File: src/rtl/miniscope_ctrl.sv
// Miniscope RAM sequencer: circular write pointer, pretrigger base capture and read burst generation.
// Optional build macro MINISCOPE_OVFCNT_EN enables the saturating dropped-trigger counter.
module miniscope_ctrl #(
    parameter int RAM_ADRB  = 11,
    parameter int TBIN_BITS = 5
) (
    input  logic                 clock,
    input  logic                 global_reset,
    input  logic                 mini_en,
    input  logic [TBIN_BITS-1:0] mini_tbins,
    input  logic [TBIN_BITS-1:0] mini_tbins_pre,
    input  logic [RAM_ADRB-1:0]  wr_offset,
    input  logic                 trig_in,
    input  logic                 rd_start,
    output logic                 fifo_wen,
    output logic [RAM_ADRB-1:0]  fifo_wadr_mini,
    output logic [RAM_ADRB-1:0]  fifo_radr_mini,
    output logic                 mini_rd_busy,
    output logic                 mini_rd_valid,
    output logic                 mini_rd_last,
    output logic                 mini_rd_done,
    output logic                 mini_rd_empty,
    output logic                 evt_pending,
    output logic                 evt_overflow,
    output logic [7:0]           overflow_cnt
);

    typedef enum logic [1:0] {
        IDLE  = 2'd0,
        READ  = 2'd1,
        FLUSH = 2'd2
    } rd_state_t;

    rd_state_t             state;
    rd_state_t             state_next;
    logic [RAM_ADRB-1:0]   base_pending;
    logic [RAM_ADRB-1:0]   new_base;
    logic [TBIN_BITS-1:0]  word_cnt;
    logic [TBIN_BITS-1:0]  tbins_lat;
    logic                  accept;
    logic                  capture;
    logic                  last_issue;

    assign new_base   = fifo_wadr_mini - wr_offset - RAM_ADRB'(mini_tbins_pre);
    assign capture    = trig_in && mini_en;
    assign last_issue = (state == READ) && (word_cnt == tbins_lat - TBIN_BITS'(1));

    always_ff @(posedge clock) begin
        if (global_reset) state <= IDLE;
        else              state <= state_next;
    end

    always_comb begin
        state_next = state;
        accept     = 1'b0;
        case (state)
            IDLE: begin
                if (rd_start && evt_pending) begin
                    accept = 1'b1;
                    // A zero-length burst consumes the event but never leaves IDLE.
                    if (mini_tbins != '0) state_next = READ;
                end
            end
            READ:    if (last_issue) state_next = FLUSH;
            FLUSH:   state_next = IDLE;
            default: state_next = IDLE;
        endcase
    end

    always_ff @(posedge clock) begin
        if (global_reset) begin
            fifo_wen       <= 1'b0;
            fifo_wadr_mini <= '0;
            fifo_radr_mini <= '0;
            mini_rd_busy   <= 1'b0;
            mini_rd_valid  <= 1'b0;
            mini_rd_last   <= 1'b0;
            mini_rd_done   <= 1'b0;
            mini_rd_empty  <= 1'b0;
            evt_pending    <= 1'b0;
            evt_overflow   <= 1'b0;
            base_pending   <= '0;
            word_cnt       <= '0;
            tbins_lat      <= '0;
        end else begin
            fifo_wen <= mini_en;
            if (fifo_wen) fifo_wadr_mini <= fifo_wadr_mini + RAM_ADRB'(1);

            // RAM output is registered, so valid/last trail the address by one cycle.
            mini_rd_valid <= (state == READ);
            mini_rd_last  <= last_issue;
            mini_rd_done  <= (state == FLUSH) || (accept && (mini_tbins == '0));
            mini_rd_empty <= (state == IDLE) && rd_start && !evt_pending;
            mini_rd_busy  <= (state_next != IDLE);

            if (accept) begin
                fifo_radr_mini <= base_pending;
                word_cnt       <= '0;
                tbins_lat      <= mini_tbins;
            end else if ((state == READ) && !last_issue) begin
                fifo_radr_mini <= fifo_radr_mini + RAM_ADRB'(1);
                word_cnt       <= word_cnt + TBIN_BITS'(1);
            end

            // A trigger arriving as the pending event is consumed takes the freed slot.
            if (capture && (!evt_pending || accept)) begin
                base_pending <= new_base;
                evt_pending  <= 1'b1;
            end else if (accept) begin
                evt_pending  <= 1'b0;
            end
            evt_overflow <= capture && evt_pending && !accept;
        end
    end

`ifdef MINISCOPE_OVFCNT_EN
    logic [7:0] ovf_cnt_q;
    always_ff @(posedge clock) begin
        if (global_reset)
            ovf_cnt_q <= '0;
        else if (capture && evt_pending && !accept && (ovf_cnt_q != 8'hFF))
            ovf_cnt_q <= ovf_cnt_q + 8'd1;
    end
    assign overflow_cnt = ovf_cnt_q;
`else
    assign overflow_cnt = 8'd0;
`endif

endmodule
File: config.mk
export PLATFORM = sky130hd
export DESIGN_NAME = miniscope_ctrl
export DESIGN_NICKNAME = d
export VERILOG_FILES = /design/src/rtl/miniscope_ctrl.sv
export SDC_FILE = /design/constraint.sdc
export NUM_CORES = 1
export LEC_CHECK = 0
export ABC_CLOCK_PERIOD_IN_PS = 2800
export CAP_MARGIN = 20
export CORE_MARGIN = 4
export CORE_UTILIZATION = 50
export DETAILED_ROUTE_END_ITERATION = 8
export PLACE_DENSITY = 0.78
export REMOVE_ABC_BUFFERS = 1
export SLEW_MARGIN = 20
export SYNTH_ARGS = -nofsm -noshare
export SYNTH_HDL_FRONTEND = slang
export SYNTH_SLANG_ARGS = --single-unit
File: constraint.sdc
create_clock -name clock -period 2.8 [get_ports clock]
set_input_delay 0.28 -clock clock [delete_from_list [all_inputs] [get_ports clock]]
set_output_delay 0.28 -clock clock [all_outputs]
set_load 0.02 [all_outputs]
==> results_dict.tcl <==
set metrics [dict create \
    status "complete, no violations" \
    dieArea_um2 7630 \
    yosysWarnings 0 \
    endpoint_kind "flip-flop" \
    synth_compound_area_share_pct 17.8 \
    crit_chain "clkdlybuf4s50_1 > inv_1 > fa_1 > ha_1 > nor2b_1 > o31a_1 > or2_2 > a21oi_1 > xor2_1 > o31ai_1" \
    avgViaCountPerCell 5.58 \
    drv_slew 0 \
    p_leak_nw 1.52 \
    async_reset_ff_share_pct 0 \
    path_buf_inv 2 \
    layout_min_cycle_time_ps 2590 \
    netlist_instances 377 \
    drc 0 \
    power.density_nw_per_um2 427 \
    syn_to_final_growth_pct 23.1 \
    final_area_um2 3880 \
    finalCritPeriodShare_pct 92.5 \
    hold_viol_final 0 \
    drt-pass1-iter-count 4 \
    fp.dieH_um 87.3 \
    synthFlopType "dfxtp_1" \
    worst_pin_slew_ps 1010 \
    whs_ps 470 \
    skew_ps 6.40 \
    crit_family "adder cells" \
    yosys.area_share.simple_pct 22.2 \
    die_w_um 87.3 \
    syn_area_per_cell_um2 8.35 \
    cts.sink_count 53 \
    vias 2822 \
    placed_cell_area_um2 3760 \
    drtIter0Drc 172 \
    final-setup-viol-count 0 \
    grt_max_degree 49 \
    cp.arrival_ps 2760 \
    num_rows 28 \
    slowest_stage "fa_1" \
    ir_drop_mv 0.206 \
    port_buffers 55 \
    synth_cell_types 57 \
    cts_setup_buffers 0 \
    grt_pass1_vias 2734 \
    netlist_area_um2 3150 \
    ys_seq_area_share_pct 33.7 \
    critical_path_class "in2reg" \
    required_ps 2970 \
    antenna_left 0 \
    numCtsBuffers 5 \
    clkTransAtPathRegs_ps 90 \
    cts_max_level 2 \
    place_hpwl_mm 5.19 \
    drive_gt1_share_pct 4.87 \
    rsz0062_at_grt "false" \
    final_common_cell "clkdlybuf4s50_1" \
    overflow 0 \
    grtUsageTotal_pct 19.1 \
    synth.area.mux_share_pct 0.636 \
    cap_violations 0 \
    grt_pass1_wl_mm 11.9 \
    max_freq_mhz 386 \
    layout_common_cells "55 x clkdlybuf4s50_1, 53 x dfxtp_1, 33 x inv_1, 33 x nand2_1, 30 x nor2_1" \
    layout.nets 482 \
    synth_top_family_by_area "simple AND/OR/NAND/NOR gates" \
    gp_congestion 0.872 \
    start_util_pct 52.2 \
    synth-edff-count 0 \
    routedWlPerCell_um 13.7 \
    diodes 0 \
    timing.slew.headroom_pct 32.6 \
    hold_buffers 0 \
    synth-seq-cells 53 \
    hold_class "reg2reg" \
    io-pin-count 64 \
    cts_buffer_depth 2 \
    coreArea_um2 6030 \
    cts-root-buf "clkbuf_8" \
    synth-adder-area-share_pct 11.5 \
    clk_latency_ps 300 \
    antenna_found_initial 0 \
    critPathMaxStageDelay_ps 480 \
    cts_tree "done" \
    cp-start-kind "input pin" \
    wirelength_mm 6.92 \
    cp_max_fo 4 \
    synth-xor-area-share_pct 6.12 \
    ctsResizeCount 0 \
]
## path summary, 6_finish.rpt
kind | start | to | slack [ps] | cells after the start
setup / recovery | mini_tbins_pre[2] | base_pending[6] | 210 | 10
hold reg to reg | base_pending[5] | base_pending[5] | 470 | 2
hold / removal | base_pending[5] | base_pending[5] | 470 | 2
setup reg to reg | tbins_lat[0] | fifo_radr_mini[3] | 230 | 8
## where the power goes
part | switching (mW) | internal [mW]
clock | 0.250 | 0.291
combinational | 0.166 | 0.146
sequential | 0.0231 | 0.780
total | 0.439 | 1.22
## state kept, by name (all words and copies together) (netlist names)
register,flops
evt_pending,1
state,2
mini_rd_empty,1
tbins_lat,5
evt_overflow,1
word_cnt,5
mini_rd_busy,1
fifo_wen,1
fifo_wadr_mini,11
fifo_radr_mini,11
mini_rd_last,1
mini_rd_done,1
base_pending,11
mini_rd_valid,1
## per-layer routing
layer,routed length (µm),up-vias,GRT usage (%)
met5,0,-,0
li1,-,1412,-
met4,74,0,4.60
met2,3420,88,34.4
met1,3050,1314,23.5
met3,379,8,2.93
## per-stage QoR
| stage | instances | power [mW] | setup TNS (ps) | utilization [%] | setup slack, ps |
|---|---|---|---|---|---|
| floorplan | 360 | 1.01 | 0 | - | 312 |
| global placement | 498 | 1.12 | -90.0 | 62.3 | -50.9 |
| detailed placement | 498 | 1.13 | -246 | 62.3 | -123 |
| CTS | 506 | 1.67 | 0 | 64.3 | 217 |
| global route | 506 | 1.74 | 0 | 64.3 | 6.48 |
| finish | 506 | 1.65 | 0 | 64.3 | 211 |
## logic make-up (layout without fill, tap and decap cells)
group,count (synthesis),in the layout
adder cells (fa/ha/maj),26,26
flip-flops,53,53
AO/OA/AOI/OAI,79,79
XOR/XNOR,22,22
other,1,8
multiplexers,2,2
buffers and inverters,58,105
AND/OR/NAND/NOR,136,136
## final cells by class
cell class / instances / area [µm²]
well taps: 75 / 93.8
flip-flops and latches: 53 / 1060
fillers: 532 / 2150
inverters: 34 / 128
multi-input cells: 273 / 1860
repair buffers: 63 / 611
clock buffers: 6 / 82.6
clock inverters: 2 / 37.5
## worst register-to-register path: cells and delay by family, from the launching register on
kind            cells  cell delay (ps)
fa+ha+maj           1              230
simple gates        2              290
flops               1              440
buf+inv             1               70
compound gates      4             1430
## synthesized netlist by cell type, types with 2 or more instances
cell type   n  area (µm²)
nand2b_1    2        12.5
buf_1       4        15.0
and3_1     10        62.6
buf_2       2        10.0
and2_1      3        18.8
nand2_1    33         124
nor4_1      2        12.5
o211ai_1    2        15.0
nand3_1    11        55.1
o21ai_1     2        10.0
nand3b_1    3        22.5
a32o_1      2        20.0
dfxtp_1    53        1060
nor3_1     14        70.1
xor2_1      6        52.6
o21ai_0     8        40.0
o21a_1      6        45.0
a22oi_1     2        15.0
ha_1       21         263
clkbuf_1   10        37.5
or3_1       4        25.0
buf_4       8        60.1
nor2b_1     8        50.1
o31ai_1     2        15.0
a311oi_1    2        17.5
a211oi_1    7        52.6
a31oi_1     5        31.3
a21oi_1    20         100
nand4_1     7        43.8
nor2_1     30         113
a21o_1      3        22.5
inv_1      33         124
a41o_1      2        20.0
a221o_1     4        40.0
fa_1        5         100
o221ai_1    2        17.5
mux2i_1     2        20.0
nor4b_1     3        26.3
xnor2_1    16         140
Power figures use the tool's default switching activity.
